<file path="src/rtl/cpu_pkg.sv">
// Shared encodings for the multicycle CPU control path.
// Holds the controller state enum, the opcode/op field values used by
// instruction_decoder, and the memory-command, vsel, pc_sel, nsel and
// branch_en encodings that appear on the controller ports.
package cpu_pkg;

    // instruction[15:13]
    localparam logic [2:0] OPC_BRANCH = 3'b001;
    localparam logic [2:0] OPC_BL_BX  = 3'b010;
    localparam logic [2:0] OPC_LDR    = 3'b011;
    localparam logic [2:0] OPC_STR    = 3'b100;
    localparam logic [2:0] OPC_ALU    = 3'b101;
    localparam logic [2:0] OPC_MOV    = 3'b110;
    localparam logic [2:0] OPC_HALT   = 3'b111;

    // instruction[12:11], meaning depends on opcode
    localparam logic [1:0] OP_ADD  = 2'b00;
    localparam logic [1:0] OP_CMP  = 2'b01;
    localparam logic [1:0] OP_AND  = 2'b10;
    localparam logic [1:0] OP_MVN  = 2'b11;
    localparam logic [1:0] OP_MOVR = 2'b00;
    localparam logic [1:0] OP_MOVI = 2'b10;
    localparam logic [1:0] OP_MEM  = 2'b00;
    localparam logic [1:0] OP_BX   = 2'b00;
    localparam logic [1:0] OP_BLX  = 2'b10;
    localparam logic [1:0] OP_BL   = 2'b11;

    // branch_en from the decoder
    localparam logic [1:0] BR_NONE = 2'b00;
    localparam logic [1:0] BR_REL  = 2'b01;
    localparam logic [1:0] BR_REG  = 2'b10;

    // register-file read select
    localparam logic [1:0] NSEL_RM = 2'b00;
    localparam logic [1:0] NSEL_RD = 2'b01;
    localparam logic [1:0] NSEL_RN = 2'b10;

    localparam logic [1:0] MNONE  = 2'b00;
    localparam logic [1:0] MREAD  = 2'b01;
    localparam logic [1:0] MWRITE = 2'b10;

    localparam logic [1:0] VSEL_C     = 2'b00;
    localparam logic [1:0] VSEL_PC    = 2'b01;
    localparam logic [1:0] VSEL_IMM8  = 2'b10;
    localparam logic [1:0] VSEL_MDATA = 2'b11;

    localparam logic [1:0] PC_RST = 2'b00;
    localparam logic [1:0] PC_INC = 2'b01;
    localparam logic [1:0] PC_REL = 2'b10;
    localparam logic [1:0] PC_REG = 2'b11;

    typedef enum logic [4:0] {
        S_RESET, S_IF1, S_IF2, S_UPD_PC, S_DECODE,
        S_WR_IMM, S_GET_A, S_GET_B, S_ALU, S_ALU_A, S_WB, S_CMP,
        S_ADDR, S_LD_ADDR, S_LD_MEM, S_LD_WB,
        S_ST_B, S_ST_C, S_ST_MEM,
        S_BRANCH, S_LINK, S_BX_B, S_BX_C, S_BX_PC,
        S_HALT
    } state_t;

endpackage

</file>
<file path="src/rtl/cpu_controller.sv">
// Moore sequencer for the multicycle CPU.
// Inputs : clk, rst_n (async, active low), opcode/op/branch_en from the
//          instruction decoder.
// Outputs: nsel back to the decoder; loada/loadb/loadc/loads, asel, bsel,
//          vsel, write to the datapath; load_ir, load_pc, pc_sel to the
//          IR/PC; addr_sel, load_addr, mem_cmd to the RAM interface;
//          halted while stopped.
// Every output depends only on the current state. The IR is stable from
// S_DECODE onward, so later states route on the live opcode/op.
module cpu_controller
    import cpu_pkg::*;
(
    input  logic       clk,
    input  logic       rst_n,
    input  logic [2:0] opcode,
    input  logic [1:0] op,
    input  logic [1:0] branch_en,
    output logic [1:0] nsel,
    output logic       loada,
    output logic       loadb,
    output logic       loadc,
    output logic       loads,
    output logic       asel,
    output logic       bsel,
    output logic [1:0] vsel,
    output logic       write,
    output logic       load_ir,
    output logic       load_pc,
    output logic [1:0] pc_sel,
    output logic       addr_sel,
    output logic       load_addr,
    output logic [1:0] mem_cmd,
    output logic       halted
);

    state_t state, state_nxt;

    always_ff @(posedge clk or negedge rst_n) begin
        if (!rst_n) state <= S_RESET;
        else        state <= state_nxt;
    end

    always_comb begin
        state_nxt = S_IF1;
        case (state)
            S_RESET:  state_nxt = S_IF1;
            S_IF1:    state_nxt = S_IF2;
            S_IF2:    state_nxt = S_UPD_PC;
            S_UPD_PC: state_nxt = S_DECODE;
            S_DECODE: begin
                case (opcode)
                    OPC_MOV:    state_nxt = (op == OP_MOVI) ? S_WR_IMM :
                                            (op == OP_MOVR) ? S_GET_B  : S_IF1;
                    OPC_ALU:    state_nxt = (op == OP_MVN) ? S_GET_B : S_GET_A;
                    OPC_LDR,
                    OPC_STR:    state_nxt = (op == OP_MEM) ? S_GET_A : S_IF1;
                    OPC_BRANCH: state_nxt = (branch_en == BR_REL) ? S_BRANCH : S_IF1;
                    OPC_BL_BX:  state_nxt = (op == OP_BL || op == OP_BLX) ? S_LINK :
                                            (op == OP_BX)                 ? S_BX_B : S_IF1;
                    OPC_HALT:   state_nxt = S_HALT;
                    default:    state_nxt = S_IF1;
                endcase
            end
            // only ALU ops and LDR/STR reach S_GET_A
            S_GET_A:   state_nxt = (opcode == OPC_ALU) ? S_GET_B : S_ADDR;
            // MOV Rd,Rm and MVN pass B through with A forced to 0
            S_GET_B:   state_nxt = (opcode == OPC_ALU && op == OP_CMP) ? S_CMP :
                                   (opcode == OPC_ALU && op != OP_MVN) ? S_ALU : S_ALU_A;
            S_ALU,
            S_ALU_A:   state_nxt = S_WB;
            S_ADDR:    state_nxt = S_LD_ADDR;
            S_LD_ADDR: state_nxt = (opcode == OPC_LDR) ? S_LD_MEM : S_ST_B;
            S_LD_MEM:  state_nxt = S_LD_WB;
            S_ST_B:    state_nxt = S_ST_C;
            S_ST_C:    state_nxt = S_ST_MEM;
            S_LINK:    state_nxt = (op == OP_BL) ? S_BRANCH : S_BX_B;
            S_BX_B:    state_nxt = S_BX_C;
            S_BX_C:    state_nxt = S_BX_PC;
            S_HALT:    state_nxt = S_HALT;
            default:   state_nxt = S_IF1;
        endcase
    end

    always_comb begin
        nsel      = NSEL_RM;
        loada     = 1'b0;
        loadb     = 1'b0;
        loadc     = 1'b0;
        loads     = 1'b0;
        asel      = 1'b0;
        bsel      = 1'b0;
        vsel      = VSEL_C;
        write     = 1'b0;
        load_ir   = 1'b0;
        load_pc   = 1'b0;
        pc_sel    = PC_RST;
        addr_sel  = 1'b0;
        load_addr = 1'b0;
        mem_cmd   = MNONE;
        halted    = 1'b0;
        case (state)
            S_RESET:   load_pc = 1'b1;
            S_IF1:     begin addr_sel = 1'b1; mem_cmd = MREAD; end
            S_IF2:     begin addr_sel = 1'b1; mem_cmd = MREAD; load_ir = 1'b1; end
            S_UPD_PC:  begin load_pc = 1'b1; pc_sel = PC_INC; end
            S_WR_IMM:  begin nsel = NSEL_RN; vsel = VSEL_IMM8; write = 1'b1; end
            S_GET_A:   begin nsel = NSEL_RN; loada = 1'b1; end
            S_GET_B:   begin nsel = NSEL_RM; loadb = 1'b1; end
            S_ALU:     loadc = 1'b1;
            S_ALU_A:   begin asel = 1'b1; loadc = 1'b1; end
            S_WB:      begin nsel = NSEL_RD; vsel = VSEL_C; write = 1'b1; end
            S_CMP:     loads = 1'b1;
            S_ADDR:    begin bsel = 1'b1; loadc = 1'b1; end
            S_LD_ADDR: load_addr = 1'b1;
            // read data arrives one cycle after the address, so MREAD spans both
            S_LD_MEM:  mem_cmd = MREAD;
            S_LD_WB:   begin mem_cmd = MREAD; nsel = NSEL_RD; vsel = VSEL_MDATA; write = 1'b1; end
            S_ST_B:    begin nsel = NSEL_RD; loadb = 1'b1; end
            S_ST_C:    begin asel = 1'b1; loadc = 1'b1; end
            S_ST_MEM:  mem_cmd = MWRITE;
            S_BRANCH:  begin load_pc = 1'b1; pc_sel = PC_REL; end
            // PC already holds the return address here
            S_LINK:    begin nsel = NSEL_RN; vsel = VSEL_PC; write = 1'b1; end
            S_BX_B:    begin nsel = NSEL_RD; loadb = 1'b1; end
            S_BX_C:    begin asel = 1'b1; loadc = 1'b1; end
            S_BX_PC:   begin load_pc = 1'b1; pc_sel = PC_REG; end
            S_HALT:    halted = 1'b1;
            default:   ;
        endcase
    end

endmodule
</file>
<file path="config.mk">
export PLATFORM = sky130hd
export DESIGN_NAME = cpu_controller
export DESIGN_NICKNAME = d
export VERILOG_FILES = /design/src/rtl/cpu_pkg.sv /design/src/rtl/cpu_controller.sv
export SDC_FILE = /design/constraint.sdc
export NUM_CORES = 1
export LEC_CHECK = 0
export BUFFER_PORTS_ARGS = -buffer_cell sky130_fd_sc_hd__buf_2
export CORE_MARGIN = 2
export CORE_UTILIZATION = 55
export CTS_BUF_LIST = sky130_fd_sc_hd__clkbuf_4 sky130_fd_sc_hd__clkbuf_8 sky130_fd_sc_hd__clkbuf_16
export CTS_CLUSTER_DIAMETER = 150
export DETAILED_ROUTE_END_ITERATION = 10
export PLACE_DENSITY = 0.91
export SYNTH_ARGS = -nofsm -noshare
export SYNTH_HDL_FRONTEND = slang
export SYNTH_SLANG_ARGS = --single-unit
</file>
<file path="constraint.sdc">
create_clock -name clk -period 2.97 [get_ports clk]
set_input_delay 0.594 -clock clk [delete_from_list [all_inputs] [get_ports clk]]
set_output_delay 0.594 -clock clk [all_outputs]
set_load 0.02 [all_outputs]
</file>
# --- Word-level counts from Yosys, hierarchy flattened ---
# Cells that the tools add are included.
classes:
  n_mux: 30
  eq_ne: 36
  reduce_logical: 16
op_table:
  columns: ["operator", "n"]
  rows:
  - ["$pmux 5 s16", 1]
  - ["$eq 5x5->1 const B", 9]
  - ["$eq 5x4->1 const B", 8]
  - ["$pmux 5 s6", 1]
  - ["$eq 5x3->1 const B", 4]
  - ["$mux 5", 4]
  - ["$reduce_or 4->1", 4]
  - ["$mux 1", 14]
  - ["$eq 3x3->1 const B", 4]
  - ["$mux 3", 4]
  - ["$pmux 2 s3", 2]
  - ["$eq 5x2->1 const B", 2]
  - ["$reduce_or 3->1", 3]
  - ["$pmux 2 s2", 2]
  - ["$eq 3x2->1 const B", 2]
  - ["$reduce_or 2->1", 3]
  - ["$eq 5x1->1 const B", 1]
  - ["$logic_not 5->1", 1]
  - ["$reduce_or 5->1", 1]
  - ["$eq 2x1->1 const B", 2]
  - ["$eq 2x2->1 const B", 2]
  - ["$mux 4", 1]
  - ["$eq 3x1->1 const B", 1]
  - ["$logic_and 1x1->1", 2]
  - ["4 further kinds", 4]
word_totals:
  input_bits: 9
  reg_bits: 5
  output_inout_bits: 20
  word_cells: 83

# --- Depth between registers and ports, before layout ---
# Gate-level depths: netlist of the first run.
logic_depth:
  ltp_word: 5
  ltp_mapped: 6
  ltp_nobuf: 4

# --- Least setup slack after synthesis of the first run ---
# OpenSTA, ideal clock, no wires.
synth_timing:
  path_kind: "register -> output"
  startpoint: "register state[1]"
  endpoint: "output addr_sel"
  stages_incl_launch_ff: 4
  n_path_buf: 1
  arrival_time_ns: 1.896
  required_ns: 2.376
  slack_ns: 0.480
  cell_sequence: "dfrtp_1 -> buf_2 -> nand2_1 -> a2111oi_0"
synth_between:
  elab_chain_len: 3
  word_cells_on_any_way: 4
  cone_classes: "eq/ne: 2; mux: 1; reduce/logical: 1"
synth_rtl:
  columns: ["item", "line_no", "source"]
  rows:
  - ["start: declaration", "cpu_controller.sv:36", "state_t state, state_nxt;"]
  - ["start signal: assignment", "cpu_controller.sv:40", "else state <= state_nxt;"]
  - ["$eq 5x2->1 / $eq 5x1->1 (equally long branches)", "cpu_controller.sv:101", "case (state)"]
  - ["$reduce_or 2->1 (no line) (*)", null, null]
  - ["$mux 1 (*)", "cpu_controller.sv:101", null]
  - ["end: declaration", "cpu_controller.sv:30", "output logic addr_sel,"]
# Mark *: on every way between the ends. The rest lies on a longest branch, timed or not.

# --- Worst setup path after layout of the first run ---
layout_timing:
  startpoint: "register state[3]"
  endpoint: "output write"
layout_between:
  elab_chain_len: 3
  word_cells_on_any_way: 6
  cone_classes: "eq/ne: 4; mux: 1; reduce/logical: 1"
layout_rtl:
  columns: ["item", "line_no", "source"]
  rows:
  - ["$eq 5x5->1, or another cell as far along", "cpu_controller.sv:101", null]
  - ["$reduce_or 4->1 (no line) (*)", null, null]
  - ["$mux 1 (*)", "cpu_controller.sv:101", null]
  - ["end: declaration", "cpu_controller.sv:26", "output logic write,"]
# Marks and branches as above.

==> impl_metrics.py, run 1 <==
metrics = {
    "cts": {
        "cts_tree": "built",
        "cts_setup_buffers": 0,
        "ctsRootBufferMaster": "clkbuf_4",
        "cts-buffers-inserted": 3,
        "clock_latency_ps": 240,
        "hold_buffers": 0,
        "clock_path_buffers": 2,
        "clk_pin_slew_ps": 50,
        "clock_sinks": 5,
        "htree_levels": 1,
        "cts_resized": 0,
    },
    "finish": {
        "reg_top3": "state (5)",
        "final_common_cell": "buf_2",
        "largest_reg_flops": 5,
        "stdcell_area_sq_mm": 0.00113,
        "final_cell_mix": "buf_2, nor2_1, nand2_1, o21ai_0, a21oi_1",
        "insertedDiodeCount": 0,
        "top_register": "state",
        "layout-drive-gt1-share": 0.259,
        "fin_util": 0.664,
        "instances_no_fill": 191,
        "nets": 176,
        "area_growth_pct": 15.2,
    },
    "sta": {
        "setup_tns_ps": 0,
        "worst_slack_ps": 543,
        "finalSetupViolations": 0,
        "hold_violations": 0,
        "period_minus_slack_ps": 2430,
        "slew_headroom": 0.629,
        "rsz0062_at_grt": "false",
        "hold_slack_ps": 152,
        "skew_ps": 6.57,
        "tightest_slew_ps": 556,
        "slew_viol_final": 0,
        "min_period_over_period": 0.817,
        "timing.fmax_mhz": 412,
    },
    "floorplanning": {
        "initial_core_util": 0.577,
        "core-area_sq_mm": 0.00171,
        "fp-row-count": 15,
        "dieArea_sq_mm": 0.00214,
        "die_w_microns": 46.3,
        "ios": 29,
        "die_h_microns": 46.3,
    },
    "synth": {
        "ys.flop_type": "dfrtp_1",
        "yosysWarningCount": 0,
        "syn_area_sq_um": 985,
        "ys_seq_elements": 5,
        "syn_avg_cell_area_sq_um": 6.70,
        "ys_types": 47,
        "syn_inst": 147,
        "syn_nets": 156,
        "synth_edf_count": 0,
        "synthArstFlopShare": 1.00,
        "ys_seq_area_frac": 0.127,
        "synth.top_cells.by_area": "dfrtp_1, o21ai_0, nor2_1",
        "yosysTopAreaCellShare": 0.127,
        "synth_largest_area_cell": "dfrtp_1",
    },
    "critical_path": {
        "crit_chain": "buf_4, nand2b_1, nand3_1, o21ai_0, a21o_1, buf_2",
        "end_kind": "output pin",
        "cp_slowest_stage_delay_ps": 600,
        "worst-r2r-setup-slack_ps": 1090,
        "rr_startpoint": "state[3]",
        "slowest_stage": "dfrtp_1",
        "arrival_ps": 1830,
        "reg2reg_depth": 5,
        "path_class": "flop to output pin",
        "cp_max_fo": 15,
        "r2r-end": "state[0]",
        "critPathLaunchType": "flop",
        "cp.required_ps": 2380,
    },
    "placement": {
        "hpwl_mm": 1.93,
        "dp_cells": 187,
        "gp_congestion": 0.948,
        "pre_cts_slack_ps": 825,
        "io_buffers": 28,
        "placed_area_sq_mm": 0.00110,
    },
    "routing": {
        "post_drt_wl_per_cell_microns": 13.8,
        "via_per_inst": 6.10,
        "first_pass_iters": 4,
        "finalWirelength_mm": 2.63,
        "vias": 1165,
        "antenna_left": 0,
        "drc": 0,
        "first_iter_violations": 28,
    },
    "global_routing": {
        "grt_use_total": 0.269,
        "grt_pass1_wl_mm": 4.21,
        "grt-ovfl-total": 0,
        "antenna_found_initial": 0,
        "grt_pass1_vias": 963,
        "grt_max_degree": 19,
    },
    "power": {
        "leakage_nw": 0.523,
        "power.density_mw_per_mm2": 1050,
        "report.power.total_mw": 1.19,
        "peakVddDrop_mv": 0.594,
    },
    "min_path": {
        "min_path_type": "input pin to async pin",
    },
    "job": {
        "drv_cap": 0,
    },
    "run_status": {
        "status": "finished, final reports clean",
    },
}
[critical path: cells and delay by family, from the launching register on]
| kind | cells | cell delay [ps] |
|---|---|---|
| DFF | 1 | 600 |
| AOI/OAI and AO/OA | 2 | 320 |
| and+or+nand+nor | 2 | 240 |
| buffers and inverters | 2 | 410 |
[synthesized netlist by cell type, types with 3 or more instances]
library cell and count:
buf_2 5, o22ai_1 3, a32oi_1 3, o21ai_0 12, nand3_1 3, dfrtp_1 5
a22oi_1 3, a21oi_1 8, nand2b_1 6, inv_1 4, nand2_1 12, nor2_1 13
and3_1 4, clkbuf_1 10, nor2b_1 7, nor3_1 6
[layer usage]
metal	wire, microns	up-vias	global-route usage
li1	-	584	-
met1	1150	530	0.366
met2	1300	49	0.422
met3	161	2	0.0314
met4	14	0	0.120
met5	0	-	0
[cells by family after synthesis]
logic type | share of synthesized area
AOI/OAI and AO/OA | 0.347
muxes | 0.0318
and+or+nand+nor | 0.358
buffers and inverters | 0.109
DFF | 0.127
xor gates and xnor gates | 0.0267
[worst max-delay path by stage]
stage	endpoint	slack [ps]	from
global route	write	400	state[3]
global placement	write	880	state[3]
CTS	write	550	state[3]
detailed placement	write	830	state[3]
finish	write	540	state[3]
floorplan	addr_sel	480	state[1]
[cell type report]
type	count	area, sq um
Fill cell	155	573
Timing Repair Buffer	33	178
Multi-Input combinational cell	119	752
Sequential cell	5	125
Inverter	5	18.8
Tap cell	25	31.3
Clock buffer	4	30.0
[report_power, final]
group | leakage (nW) | total [mW] | internal, mW | switching, mW
registers | 0.0642 | 0.221 | 0.0990 | 0.122
logic | 0.440 | 0.883 | 0.344 | 0.539
clock network | 0.0184 | 0.0869 | 0.0599 | 0.0271
total | 0.523 | 1.19 | 0.503 | 0.688
Power figures use the tool's default switching activity.
==> run 2: changes to the inputs <==
--- a/config.mk
+++ b/config.mk
@@ -5,13 +5,14 @@
 export SDC_FILE = /design/constraint.sdc
 export NUM_CORES = 1
 export LEC_CHECK = 0
+export ABC_AREA = 1
 export BUFFER_PORTS_ARGS = -buffer_cell sky130_fd_sc_hd__buf_2
 export CORE_MARGIN = 2
-export CORE_UTILIZATION = 55
+export CORE_UTILIZATION = 49
 export CTS_BUF_LIST = sky130_fd_sc_hd__clkbuf_4 sky130_fd_sc_hd__clkbuf_8 sky130_fd_sc_hd__clkbuf_16
 export CTS_CLUSTER_DIAMETER = 150
 export DETAILED_ROUTE_END_ITERATION = 10
-export PLACE_DENSITY = 0.91
+export PLACE_DENSITY = 0.85
 export SYNTH_ARGS = -nofsm -noshare
 export SYNTH_HDL_FRONTEND = slang
 export SYNTH_SLANG_ARGS = --single-unit
==> constraint.sdc (replaced) <==
create_clock -name clk -period 2.5 [get_ports clk]
set_input_delay 0.5 -clock clk [delete_from_list [all_inputs] [get_ports clk]]
set_output_delay 0.5 -clock clk [all_outputs]
set_load 0.02 [all_outputs]
==> run 2 against run 1 <==
Compared with the run above: synthesized cell count up 7.5%; wire length is 1.1% lower; largest power group unchanged; largest cell class unchanged; core utilization is 2.2 points lower.
==> impl_metrics.py, run 2 <==
metrics = {
    "critical_path": {
        "critPathLaunchType": "flop",
        "crit_chain": "inv_1, nand3_1, nor2_1, inv_1, nand2_1, buf_2",
        "cp_num_buf_inv": 3,
        "cpMostUsedCell": "inv_1",
        "cp_max_fo": 15,
        "arrival_ps": 1770,
        "cp_slowest_stage_delay_ps": 550,
        "slowest_stage": "dfrtp_1",
        "crit_family": "flip-flops",
        "cp.required_ps": 2000,
        "path_class": "flop to output pin",
        "end_kind": "output pin",
    },
    "routing": {
        "first_iter_violations": 45,
        "antenna_left": 0,
        "via_per_inst": 5.83,
        "drc": 0,
        "vias": 1184,
        "post_drt_wl_per_cell_microns": 12.8,
        "finalWirelength_mm": 2.60,
        "first_pass_iters": 4,
    },
    "synth": {
        "ys_types": 22,
        "ys_seq_elements": 5,
        "syn_area_sq_um": 840,
        "synthArstFlopShare": 1.00,
        "yosysWarningCount": 0,
        "yosysMostFrequentCell": "nand2_1",
        "synth_edf_count": 0,
        "synth.top_cells.by_area": "nand2_1, nand3_1, dfrtp_1",
        "synth_largest_area_cell": "nand2_1",
        "ys_seq_area_frac": 0.149,
        "yosysTopAreaCellShare": 0.188,
        "syn_nets": 167,
        "syn_inst": 158,
        "synth_common_cells": "nand2_1, nand3_1, nor2_1, inv_1",
        "syn_avg_cell_area_sq_um": 5.31,
        "ys.flop_type": "dfrtp_1",
    },
    "placement": {
        "placed_area_sq_um": 972,
        "gp_congestion": 1.06,
        "io_buffers": 28,
        "hpwl_mm": 2.12,
        "dp_cells": 199,
    },
    "sta": {
        "finalSetupViolations": 0,
        "min_period_over_period": 0.908,
        "slew_headroom": 0.664,
        "skew_ps": 17.5,
        "hold_slack_ps": 33.7,
        "tightest_slew_ps": 504,
        "rsz0062_at_grt": "false",
        "timing.fmax_mhz": 441,
        "hold_violations": 0,
        "slew_viol_final": 0,
        "setup_tns_ps": 0,
        "period_minus_slack_ps": 2270,
    },
    "cts": {
        "htree_levels": 1,
        "cts_setup_buffers": 0,
        "cts_tree": "built",
        "clk_pin_slew_ps": 60,
        "cts_resized": 0,
        "ctsRootBufferMaster": "clkbuf_4",
        "cts-buffers-inserted": 3,
        "clock_latency_ps": 270,
        "hold_buffers": 0,
        "clock_sinks": 5,
        "clock_path_buffers": 2,
    },
    "job": {
        "drv_cap": 0,
    },
    "finish": {
        "area_growth_pct": 19.4,
        "top_register": "state",
        "n_fill_cell": 152,
        "stdcell_area_sq_mm": 0.00100,
        "instances_no_fill": 203,
        "reg_top3": "state (5)",
        "fin_util": 0.643,
        "insertedDiodeCount": 0,
        "final_cell_mix": "nand2_1, nand3_1, buf_2, nor2_1, inv_1",
        "final_common_cell": "nand2_1",
        "largest_reg_flops": 5,
        "nets": 197,
        "layout-drive-gt1-share": 0.230,
    },
    "min_path": {
        "min_path_type": "input pin to async pin",
    },
    "global_routing": {
        "antenna_found_initial": 0,
        "grt_pass1_wl_mm": 4.13,
        "grt_pass1_vias": 1016,
        "grt_max_degree": 16,
        "grt-ovfl-total": 0,
        "grt_use_total": 0.277,
    },
    "power": {
        "leakage_nw": 0.648,
        "power.density_mw_per_mm2": 1060,
        "peakVddDrop_mv": 0.708,
    },
    "floorplanning": {
        "core-area_sq_mm": 0.00156,
        "die_h_microns": 45.4,
        "ios": 29,
        "fp-row-count": 14,
        "die_w_microns": 45.4,
        "dieArea_sq_mm": 0.00206,
        "initial_core_util": 0.539,
    },
    "run_status": {
        "status": "finished, final reports clean",
    },
}
[run 2: cell types whose count changed in the layout (fill, tap and decap cells not counted), sizes merged, moves of 7 or more]
cell	delta
nor2b	-7
nand2	+31
nand3	+27
inv	+18
nor2	+19
a21oi	-7
o21ai	-8
[run 2: logic make-up after synthesis]
| kind of cell | count (synthesis) | synth area share |
|---|---|---|
| AND/OR/NAND/NOR | 114 | 0.608 |
| flip-flops | 5 | 0.149 |
| XOR/XNOR | 1 | 0.0104 |
| buffers and inverters | 26 | 0.136 |
| AO/OA/AOI/OAI | 12 | 0.0969 |
[run 2: path summary, 6_finish.rpt]
check	from	endpoint	slack, ps	cells after the start
setup / recovery	state[4]	loadb	230	6
hold / removal	rst_n	state[3]	30	1
setup reg to reg	state[4]	state[3]	830	7
hold reg to reg	state[0]	state[3]	830	3
max in group asynchronous	rst_n	state[0]	2320	1
min in group clk	opcode[1]	state[3]	580	3
[run 2: area by class of cell]
class / instances / area (sq um) / share of cell area
Inverter: 23 / 86.3 / 0.0861
Multi-Input combinational cell: 127 / 601 / 0.599
Sequential cell: 5 / 125 / 0.125
Tap cell: 16 / 20.0 / 0.0200
Clock buffer: 4 / 30.0 / 0.0300
Timing Repair Buffer: 28 / 140 / 0.140
[run 2: worst register-to-register path: cells and delay by family (launching register included)]
family          cells  cell delay, ps
flops               1             650
simple gates        3             430
buf+inv             2             320
compound gates      2             180
[run 2: report_power, final]
group / internal [mW] / leakage [nW] / total [mW] / switching (mW)
clock: 0.0717 / 0.0184 / 0.114 / 0.0423
sequential: 0.115 / 0.0643 / 0.205 / 0.0906
combinational: 0.244 / 0.565 / 0.747 / 0.502
total: 0.431 / 0.648 / 1.07 / 0.635
[run 2: layer usage]
metal	wire length [microns]	vias to the layer above	share of wire	global-route usage
met1	1020	532	0.39	0.295
li1	-	578	-	-
met3	222	10	0.085	0.0714
met2	1280	64	0.49	0.470
met4	70	0	0.027	0.194
met5	0	-	0	0
[run 2: per-stage QoR]
stage	total power [mW]	setup WS, ps
final	1.07	231
after global routing	1.15	132
after CTS	1.06	274
after detailed placement	0.941	548
after global placement	0.945	507
after floorplan	0.752	635
==> run 3: changes to the inputs <==
--- a/config.mk
+++ b/config.mk
@@ -13,6 +13,7 @@
 export CTS_CLUSTER_DIAMETER = 150
 export DETAILED_ROUTE_END_ITERATION = 10
 export PLACE_DENSITY = 0.85
+export RECOVER_POWER = 25
 export SYNTH_ARGS = -nofsm -noshare
 export SYNTH_HDL_FRONTEND = slang
 export SYNTH_SLANG_ARGS = --single-unit
==> run 3 against run 2 <==
Compared with the run above: combinational power about the same; critical path depth stayed put; non-clock buffer count unchanged; critical path type unchanged; sequential cell count is the same; final cell count unchanged; first-iteration DRC count shrank 2.2%; sequential share of layout area barely moved; clock-buffer cell count unchanged.
==> impl_metrics.py, run 3 (synthesized netlist as in run 2, its figures left out) <==
metrics = {
    "finish": {
        "final_cell_mix": "nand2_1, nand3_1, nor2_1, buf_2, inv_1",
        "multi_input_area_sq_um": 598,
        "layout-drive-gt1-share": 0.219,
        "reg_top3": "state (5)",
        "largest_reg_flops": 5,
        "area_growth_pct": 18.9,
        "insertedDiodeCount": 0,
        "nets": 197,
        "instances_no_fill": 203,
        "final_common_cell": "nand2_1",
        "n_fill_cell": 154,
        "top_register": "state",
        "ff_latch_area_sq_um": 125,
        "fin_util": 0.640,
    },
    "cts": {
        "clock_latency_ps": 270,
        "clock_sinks": 5,
        "cts_tree": "built",
        "cts-buffers-inserted": 3,
        "ctsRootBufferMaster": "clkbuf_4",
        "clk_pin_slew_ps": 60,
        "cts_setup_buffers": 0,
        "clock_path_buffers": 2,
        "htree_levels": 1,
        "cts_resized": 0,
        "hold_buffers": 0,
    },
    "sta": {
        "period_minus_slack_ps": 2260,
        "rsz0062_at_grt": "false",
        "worst_slack_ps": 235,
        "slew_headroom": 0.677,
        "hold_violations": 0,
        "timing.fmax_mhz": 442,
        "skew_ps": 18.3,
        "setup_tns_ps": 0,
        "slew_viol_final": 0,
        "min_period_over_period": 0.906,
        "tightest_slew_ps": 484,
        "finalSetupViolations": 0,
    },
    "routing": {
        "first_iter_violations": 44,
        "finalWirelength_mm": 2.64,
        "first_pass_iters": 4,
        "drc": 0,
        "antenna_left": 0,
        "via_per_inst": 5.86,
        "vias": 1189,
        "post_drt_wl_per_cell_microns": 13.0,
    },
    "critical_path": {
        "end_kind": "output pin",
        "cp_max_fo": 15,
        "arrival_ps": 1760,
        "path_class": "flop to output pin",
        "cp.required_ps": 2000,
        "reg2reg_depth": 7,
        "critPathLaunchType": "flop",
    },
    "floorplanning": {
        "ios": 29,
        "dieArea_sq_mm": 0.00206,
        "fp-row-count": 14,
        "die_w_microns": 45.4,
        "core-area_sq_mm": 0.00156,
        "initial_core_util": 0.539,
        "die_h_microns": 45.4,
    },
    "placement": {
        "dp_cells": 199,
        "hpwl_mm": 2.12,
        "gp_congestion": 1.06,
        "pre_cts_slack_ps": 548,
        "io_buffers": 28,
    },
    "run_status": {
        "status": "finished, final reports clean",
    },
    "power": {
        "power.density_mw_per_mm2": 1070,
        "leakage_nw": 0.646,
        "report.power.total_mw": 1.07,
        "peakVddDrop_mv": 0.710,
    },
    "global_routing": {
        "grt_use_total": 0.277,
        "grt_max_degree": 16,
        "grt-ovfl-total": 0,
        "grt_pass1_vias": 1016,
        "antenna_found_initial": 0,
        "grt_pass1_wl_mm": 4.13,
    },
    "min_path": {
        "min_path_type": "input pin to async pin",
    },
    "job": {
        "drv_cap": 0,
    },
}
[run 3: metrics by stage]
stage	hold WS, ps	instance area [sq um]
finish	61.4	998
global placement	313	972
global route	90.0	998
detailed placement	317	972
floorplan	204	840
CTS	31.4	1000
[run 3: worst paths after layout]
kind / startpoint / slack (ps) / to
max in group asynchronous: rst_n / 2210 / state[0]
hold / removal: rst_n / 60 / state[3]
setup / recovery: state[4] / 240 / loadb
setup reg to reg: state[4] / 850 / state[3]
hold reg to reg: state[0] / 830 / state[3]
min in group clk: opcode[1] / 570 / state[3]
[run 3: worst max-delay path: stages (launching register included)]
cell and delay (ps):
dfrtp_1 550, inv_1 260, nand3_1 170, nor2_1 220, inv_1 90, nand2_1 70
buf_2 160
[run 3: metal layers]
metal	track usage	share of wire
met1	0.295	0.38
met2	0.470	0.49
met3	0.0714	0.10
met4	0.194	0.027
met5	0	0
[run 3: cell type report]
class                   count  share of cell area
flip-flops and latches      5               0.125
inverters                  23              0.0865
well taps                  16              0.0201
repair buffers             28               0.139
clock buffers               4              0.0301
multi-input cells         127               0.599
[run 3: power by group]
part | switching [mW] | internal, mW
Combinational | 0.503 | 0.243
Sequential | 0.0899 | 0.115
Clock | 0.0446 | 0.0719
